`config.mk`:
```
export PLATFORM = sky130hd
export DESIGN_NAME = spi_master
export DESIGN_NICKNAME = d
export VERILOG_FILES = /design/src/rtl/spi_pkg.sv /design/src/rtl/spi_clk_div.sv /design/src/rtl/spi_master.sv
export SDC_FILE = /design/constraint.sdc
export NUM_CORES = 1
export LEC_CHECK = 0
export ABC_AREA = 1
export CORE_ASPECT_RATIO = 1.2
export CORE_MARGIN = 4
export CORE_UTILIZATION = 50
export CTS_BUF_LIST = sky130_fd_sc_hd__clkbuf_16
export DETAILED_ROUTE_END_ITERATION = 6
export DONT_BUFFER_PORTS = 1
export MAX_ROUTING_LAYER = met4
export PLACE_DENSITY = 0.72
export RECOVER_POWER = 100
export SLEW_MARGIN = 20
export SYNTH_ARGS = -nofsm -noshare
export SYNTH_HDL_FRONTEND = slang
export SYNTH_SLANG_ARGS = --single-unit
```
`constraint.sdc`:
```
create_clock -name clk -period 1.5 [get_ports clk]
set_input_delay 0.3 -clock clk [delete_from_list [all_inputs] [get_ports clk]]
set_output_delay 0.3 -clock clk [all_outputs]
set_load 0.03 [all_outputs]
```
`src/rtl/spi_pkg.sv`:
```
// Shared types and constants for the SPI master: FSM states, frame geometry
// and the helper that builds the 16-bit frame.
package spi_pkg;

  typedef enum logic [2:0] {
    ST_IDLE,
    ST_SETUP,
    ST_SHIFT,
    ST_HOLD,
    ST_GAP
  } spi_state_e;

  localparam int   SPI_ADDR_W  = 7;
  localparam int   SPI_DATA_W  = 8;
  localparam int   SPI_FRAME_W = 16;
  localparam logic SPI_RW_READ = 1'b1;

  // Reads shift zeros in the data phase so the slave never sees stale wdata.
  function automatic logic [SPI_FRAME_W-1:0] spi_frame(
    input logic [SPI_ADDR_W-1:0] addr,
    input logic                  rw,
    input logic [SPI_DATA_W-1:0] wdata
  );
    return {addr, rw, (rw == SPI_RW_READ) ? {SPI_DATA_W{1'b0}} : wdata};
  endfunction

endpackage

```
`src/rtl/spi_clk_div.sv`:
```
// Half-period counter for sclk: emits a one-cycle tick every CLK_DIV enabled
// clk cycles, restarting from zero on clear.
module spi_clk_div #(
  parameter int CLK_DIV = 4
) (
  input  logic clk,
  input  logic rst_n,
  input  logic clear,
  input  logic en,
  output logic tick
);

  localparam logic [7:0] TICK_AT = 8'(CLK_DIV - 1);

  logic [7:0] cnt_q;
  logic [7:0] cnt_d;

  assign tick = en && (cnt_q == TICK_AT);

  always_comb begin
    cnt_d = cnt_q;
    if (clear) begin
      cnt_d = 8'd0;
    end else if (en) begin
      cnt_d = tick ? 8'd0 : cnt_q + 8'd1;
    end
  end

  always_ff @(posedge clk or negedge rst_n) begin
    if (!rst_n) begin
      cnt_q <= 8'd0;
    end else begin
      cnt_q <= cnt_d;
    end
  end

endmodule

```
`src/rtl/spi_master.sv`:
```
// SPI mode-0 master: turns a start/done request into one 16-bit frame
// (7-bit address, RW bit, 8 data bits, MSB first) and returns read data.
module spi_master
  import spi_pkg::*;
#(
  parameter int CLK_DIV = 4,
  parameter int CS_GAP  = 2
) (
  input  logic                  clk,
  input  logic                  rst_n,
  input  logic                  start,
  input  logic                  rw,
  input  logic [SPI_ADDR_W-1:0] addr,
  input  logic [SPI_DATA_W-1:0] wdata,
  output logic                  busy,
  output logic                  done,
  output logic [SPI_DATA_W-1:0] rdata,
  output logic                  cs_n,
  output logic                  sclk,
  output logic                  mosi,
  input  logic                  miso
);

  localparam logic [7:0] GAP_LAST  = 8'(CS_GAP - 1);
  localparam logic [4:0] FRAME_LEN = 5'(SPI_FRAME_W);

  spi_state_e             state_q;
  logic [SPI_FRAME_W-1:0] tx_q;
  logic [SPI_DATA_W-1:0]  rx_q;
  logic                   rw_q;
  logic [4:0]             bit_cnt_q;
  logic [7:0]             gap_cnt_q;
  logic                   busy_q;
  logic                   done_q;
  logic [SPI_DATA_W-1:0]  rdata_q;
  logic                   cs_n_q;
  logic                   sclk_q;
  logic                   mosi_q;

  logic                   accept;
  logic                   div_en;
  logic                   tick;
  logic [SPI_FRAME_W-1:0] tx_d;

  // Acceptance looks at registered busy, so a start in the cycle busy falls waits one cycle.
  always_comb begin
    accept = (state_q == ST_IDLE) && !busy_q && start;
    div_en = (state_q == ST_SETUP) || (state_q == ST_SHIFT) || (state_q == ST_HOLD);
    tx_d   = spi_frame(addr, rw, wdata);
  end

  spi_clk_div #(
    .CLK_DIV(CLK_DIV)
  ) u_clk_div (
    .clk  (clk),
    .rst_n(rst_n),
    .clear(accept),
    .en   (div_en),
    .tick (tick)
  );

  always_ff @(posedge clk or negedge rst_n) begin
    if (!rst_n) begin
      state_q   <= ST_IDLE;
      tx_q      <= '0;
      rx_q      <= '0;
      rw_q      <= 1'b0;
      bit_cnt_q <= 5'd0;
      gap_cnt_q <= 8'd0;
      busy_q    <= 1'b0;
      done_q    <= 1'b0;
      rdata_q   <= '0;
      cs_n_q    <= 1'b1;
      sclk_q    <= 1'b0;
      mosi_q    <= 1'b0;
    end else begin
      done_q <= 1'b0;
      case (state_q)
        ST_IDLE: begin
          if (accept) begin
            tx_q      <= tx_d;
            rw_q      <= rw;
            bit_cnt_q <= 5'd0;
            busy_q    <= 1'b1;
            cs_n_q    <= 1'b0;
            mosi_q    <= tx_d[SPI_FRAME_W-1];
            state_q   <= ST_SETUP;
          end
        end
        ST_SETUP: begin
          if (tick) begin
            sclk_q    <= 1'b1;
            rx_q      <= (rx_q << 1) | {{(SPI_DATA_W-1){1'b0}}, miso};
            bit_cnt_q <= bit_cnt_q + 5'd1;
            state_q   <= ST_SHIFT;
          end
        end
        ST_SHIFT: begin
          if (tick) begin
            if (!sclk_q) begin
              sclk_q    <= 1'b1;
              rx_q      <= (rx_q << 1) | {{(SPI_DATA_W-1){1'b0}}, miso};
              bit_cnt_q <= bit_cnt_q + 5'd1;
            end else begin
              sclk_q <= 1'b0;
              // The falling edge after the last rising edge only closes the frame.
              if (bit_cnt_q < FRAME_LEN) begin
                tx_q   <= tx_q << 1;
                mosi_q <= tx_q[SPI_FRAME_W-2];
              end else begin
                state_q <= ST_HOLD;
              end
            end
          end
        end
        ST_HOLD: begin
          if (tick) begin
            cs_n_q    <= 1'b1;
            done_q    <= 1'b1;
            mosi_q    <= 1'b0;
            gap_cnt_q <= 8'd0;
            if (rw_q == SPI_RW_READ) begin
              rdata_q <= rx_q;
            end
            state_q <= ST_GAP;
          end
        end
        ST_GAP: begin
          if (gap_cnt_q == GAP_LAST) begin
            busy_q  <= 1'b0;
            state_q <= ST_IDLE;
          end else begin
            gap_cnt_q <= gap_cnt_q + 8'd1;
          end
        end
        default: begin
          state_q <= ST_IDLE;
        end
      endcase
    end
  end

  assign busy  = busy_q;
  assign done  = done_q;
  assign rdata = rdata_q;
  assign cs_n  = cs_n_q;
  assign sclk  = sclk_q;
  assign mosi  = mosi_q;

endmodule

```
==> flow_summary.toml <==
[job]
drv_cap = 0

[floorplanning]
ios = 33
die_height_um = 97.4
dieArea_sq_mm = 0.00803
num_rows = 32
start_util_pct = 51.6
core-area_sq_mm = 0.00645
die_w_um = 82.5

[sta]
period_share_pct = 97.9
rsz0062_at_grt = "yes"
setup_tns_ns = 0
whs_ns = -0.331
setup_slack_ns = 0.0316
slew_headroom_pct = 71.2
setup_viol = 0
slew_violations = 0
fmax_ghz = 0.681
skew_ns = 0.00771
timing.final.crit_period_ns = 1.47
tightest_slew_ns = 0.433
hold_viol = 61

[setup_path]
worstSetupStartpoint = "state_q[0]$_DFFE_PN0P_"
criticalPathCategory = "flop to flop"
reg2reg_from = "state_q[0]$_DFFE_PN0P_"
crit_fanout = 7
crit_path_start_kind = "flop"
arrival_ns = 1.73
path_cells = "nor2_4 -> buf_6 -> nand3_4 -> nand2_4 -> inv_6 -> nand3_4 -> clkbuf_16 -> nand2_1 -> nand2_1"
cp-end-kind = "flop"
crit_slowest_cell = "dfrtp_2"
slowest_delay_ns = 0.45
cp.required_ns = 1.77

[clock_network]
root_buffer = "clkbuf_16"
htreeDepth = 3
clk_latency_ns = 0.33
clk_path_buf_depth = 2
clkTransAtPathRegs_ns = 0.05
clock_sinks = 61
cts_made_buffers = 9
cts_tree = "built"

[final_layout]
fill_cells = 530
drive_above_1_share_pct = 21.6
final_common_cell = "nand2_1"
area_growth_pct = 23.4
layout_common_cells = "nand2_1, dfrtp_1, nand3_1, inv_1, buf_4"
instances_no_fill = 561
diodes = 0
fin_nets = 495
utilization_pct = 63.7

[power]
p_per_area_mw_per_mm2 = 2000
p_total_w = 0.00821
leakage_nw = 2.13
peakVddDrop_uv = 1020

[global_routing]
grt_pass1_wl_mm = 12.6
grt_overflow = 0
grt_antenna_before_repair = 0
grt_max_degree = 62
grt_pass1_vias = 2891
grtUsageTotal_pct = 20.7

[logic_synthesis]
syn-cell-area_sq_mm = 0.00333
syn_nets = 460
syn-mean-instance-area_sq_um = 7.63
ys_async_sr_fraction_pct = 100
ys_warn_count = 0
synth_cells = 436
synth-seq-cells = 61
yosysSeqAreaShare_pct = 45.9
synth_edf_count = 0
ys.flop_type = "dfrtp_1"
synthDistinctLibCells = 30

[drt]
postRouteAntennaNets = 0
wl_per_cell_um = 14.0
route.met2.wl_mm = 4.01
viasPerCell = 5.29
wl_met1_mm = 3.28
dr_wl_met3_um = 396
vias = 2965
highest_layer = "met4"
totalWireLength_mm = 7.84
dr.pass1.iters = 4
remaining_drc_errors = 0
drt_iter0_drc = 142

[placement]
place_congestion = 0.859
port_buffers = 0
hpwl_mm = 5.12
dp.cells = 536
pre_cts_ws_ns = -0.00640

[outcome]
status = "finished, violations left"
violations = "negative hold slack"

[hold_path]
hp-class = "primary input to async pin"
==> flip-flops by register name, indices dropped and copies added, names as in the netlist <==
signal,cells
bit_cnt_q,5
busy,1
cs_n,1
done,1
gap_cnt_q,8
mosi,1
rdata,8
rw_q,1
rx_q,8
sclk,1
state_q,3
tx_q,15
u_clk_div.cnt_q,8
==> report_power, final <==
group	internal, W	total (W)	switching, W	leakage (nW)
registers	0.00212	0.00263	0.000508	0.803
clock network	0.00108	0.00176	0.000682	0.138
logic	0.00156	0.00382	0.00225	1.19
==> synth_stat cells, types with 4 or more instances <==
cell	number	area, sq um
nor2_1	26	97.6
inv_2	10	37.5
nand4_1	27	169
buf_2	6	30.0
nand2_1	149	559
xor2_1	4	35.0
inv_1	37	139
nand3_1	40	200
buf_6	4	45.0
dfrtp_1	60	1500
nand2_2	9	56.3
nor2_2	5	31.3
o21ai_1	23	115
ha_1	4	50.1
==> logic make-up after synthesis <==
group / count (synthesis) / synth area share, %
and+or+nand+nor: 270 / 37.3
AOI/OAI and AO/OA: 34 / 5.68
adders and majority gates: 4 / 1.50
buffers and inverters: 63 / 8.57
DFF: 61 / 45.9
xor gates and xnor gates: 4 / 1.05
==> stage by stage <==
stage	instance area [sq um]	hold slack, ns
after global routing	4110	-0.346
final	4110	-0.331
after floorplan	3330	0.00441
after detailed placement	3590	0.00674
after global placement	3590	0.00688
after CTS	3850	-0.342
==> final timing paths <==
kind,cells after the start,to,slack [ns]
setup / recovery,9,tx_q[9]$_DFFE_PN0P_,0.03
hold / removal,0,u_clk_div.cnt_q[5]$_DFFE_PN0P_,-0.33
setup reg to reg,9,tx_q[9]$_DFFE_PN0P_,0.03
hold reg to reg,2,tx_q[0]$_DFFE_PN0P_,0.48
max in group asynchronous,0,cs_n$_DFFE_PN1P_,1.65
min in group clk,2,tx_q[0]$_DFFE_PN0P_,0.13
==> area by class of cell <==
class | instances | area (sq um) | share of cell area (%)
Clock buffer | 9 | 225 | 5.48
Tap cell | 85 | 106 | 2.59
Timing Repair Buffer | 40 | 385 | 9.38
Multi-Input combinational cell | 312 | 1650 | 40.1
Clock inverter | 7 | 28.8 | 0.701
Inverter | 47 | 184 | 4.48
Sequential cell | 61 | 1530 | 37.3
==> per-layer routing <==
metal	vias up	track usage (%)
li1	1483	-
met1	1393	24.6
met2	76	32.8
met3	13	5.19
met4	0	8.82
met5	-	-
==> critical path, delay by kind of cell, from the launching register on <==
kind | cells | cell delay [ns]
AND/OR/NAND/NOR | 6 | 0.61
flip-flops | 1 | 0.45
buffers and inverters | 3 | 0.35
==> timing repair <==
action	4_1_cts	5_1_grt
buffers inserted	0	7
endpoints found under the hold margin	61	61
pin swaps	0	11
endpoints found under the setup margin	8	54
cloned	0	3
gates resized for setup	2	38
Note: power is estimated with default switching activity, not from simulation.
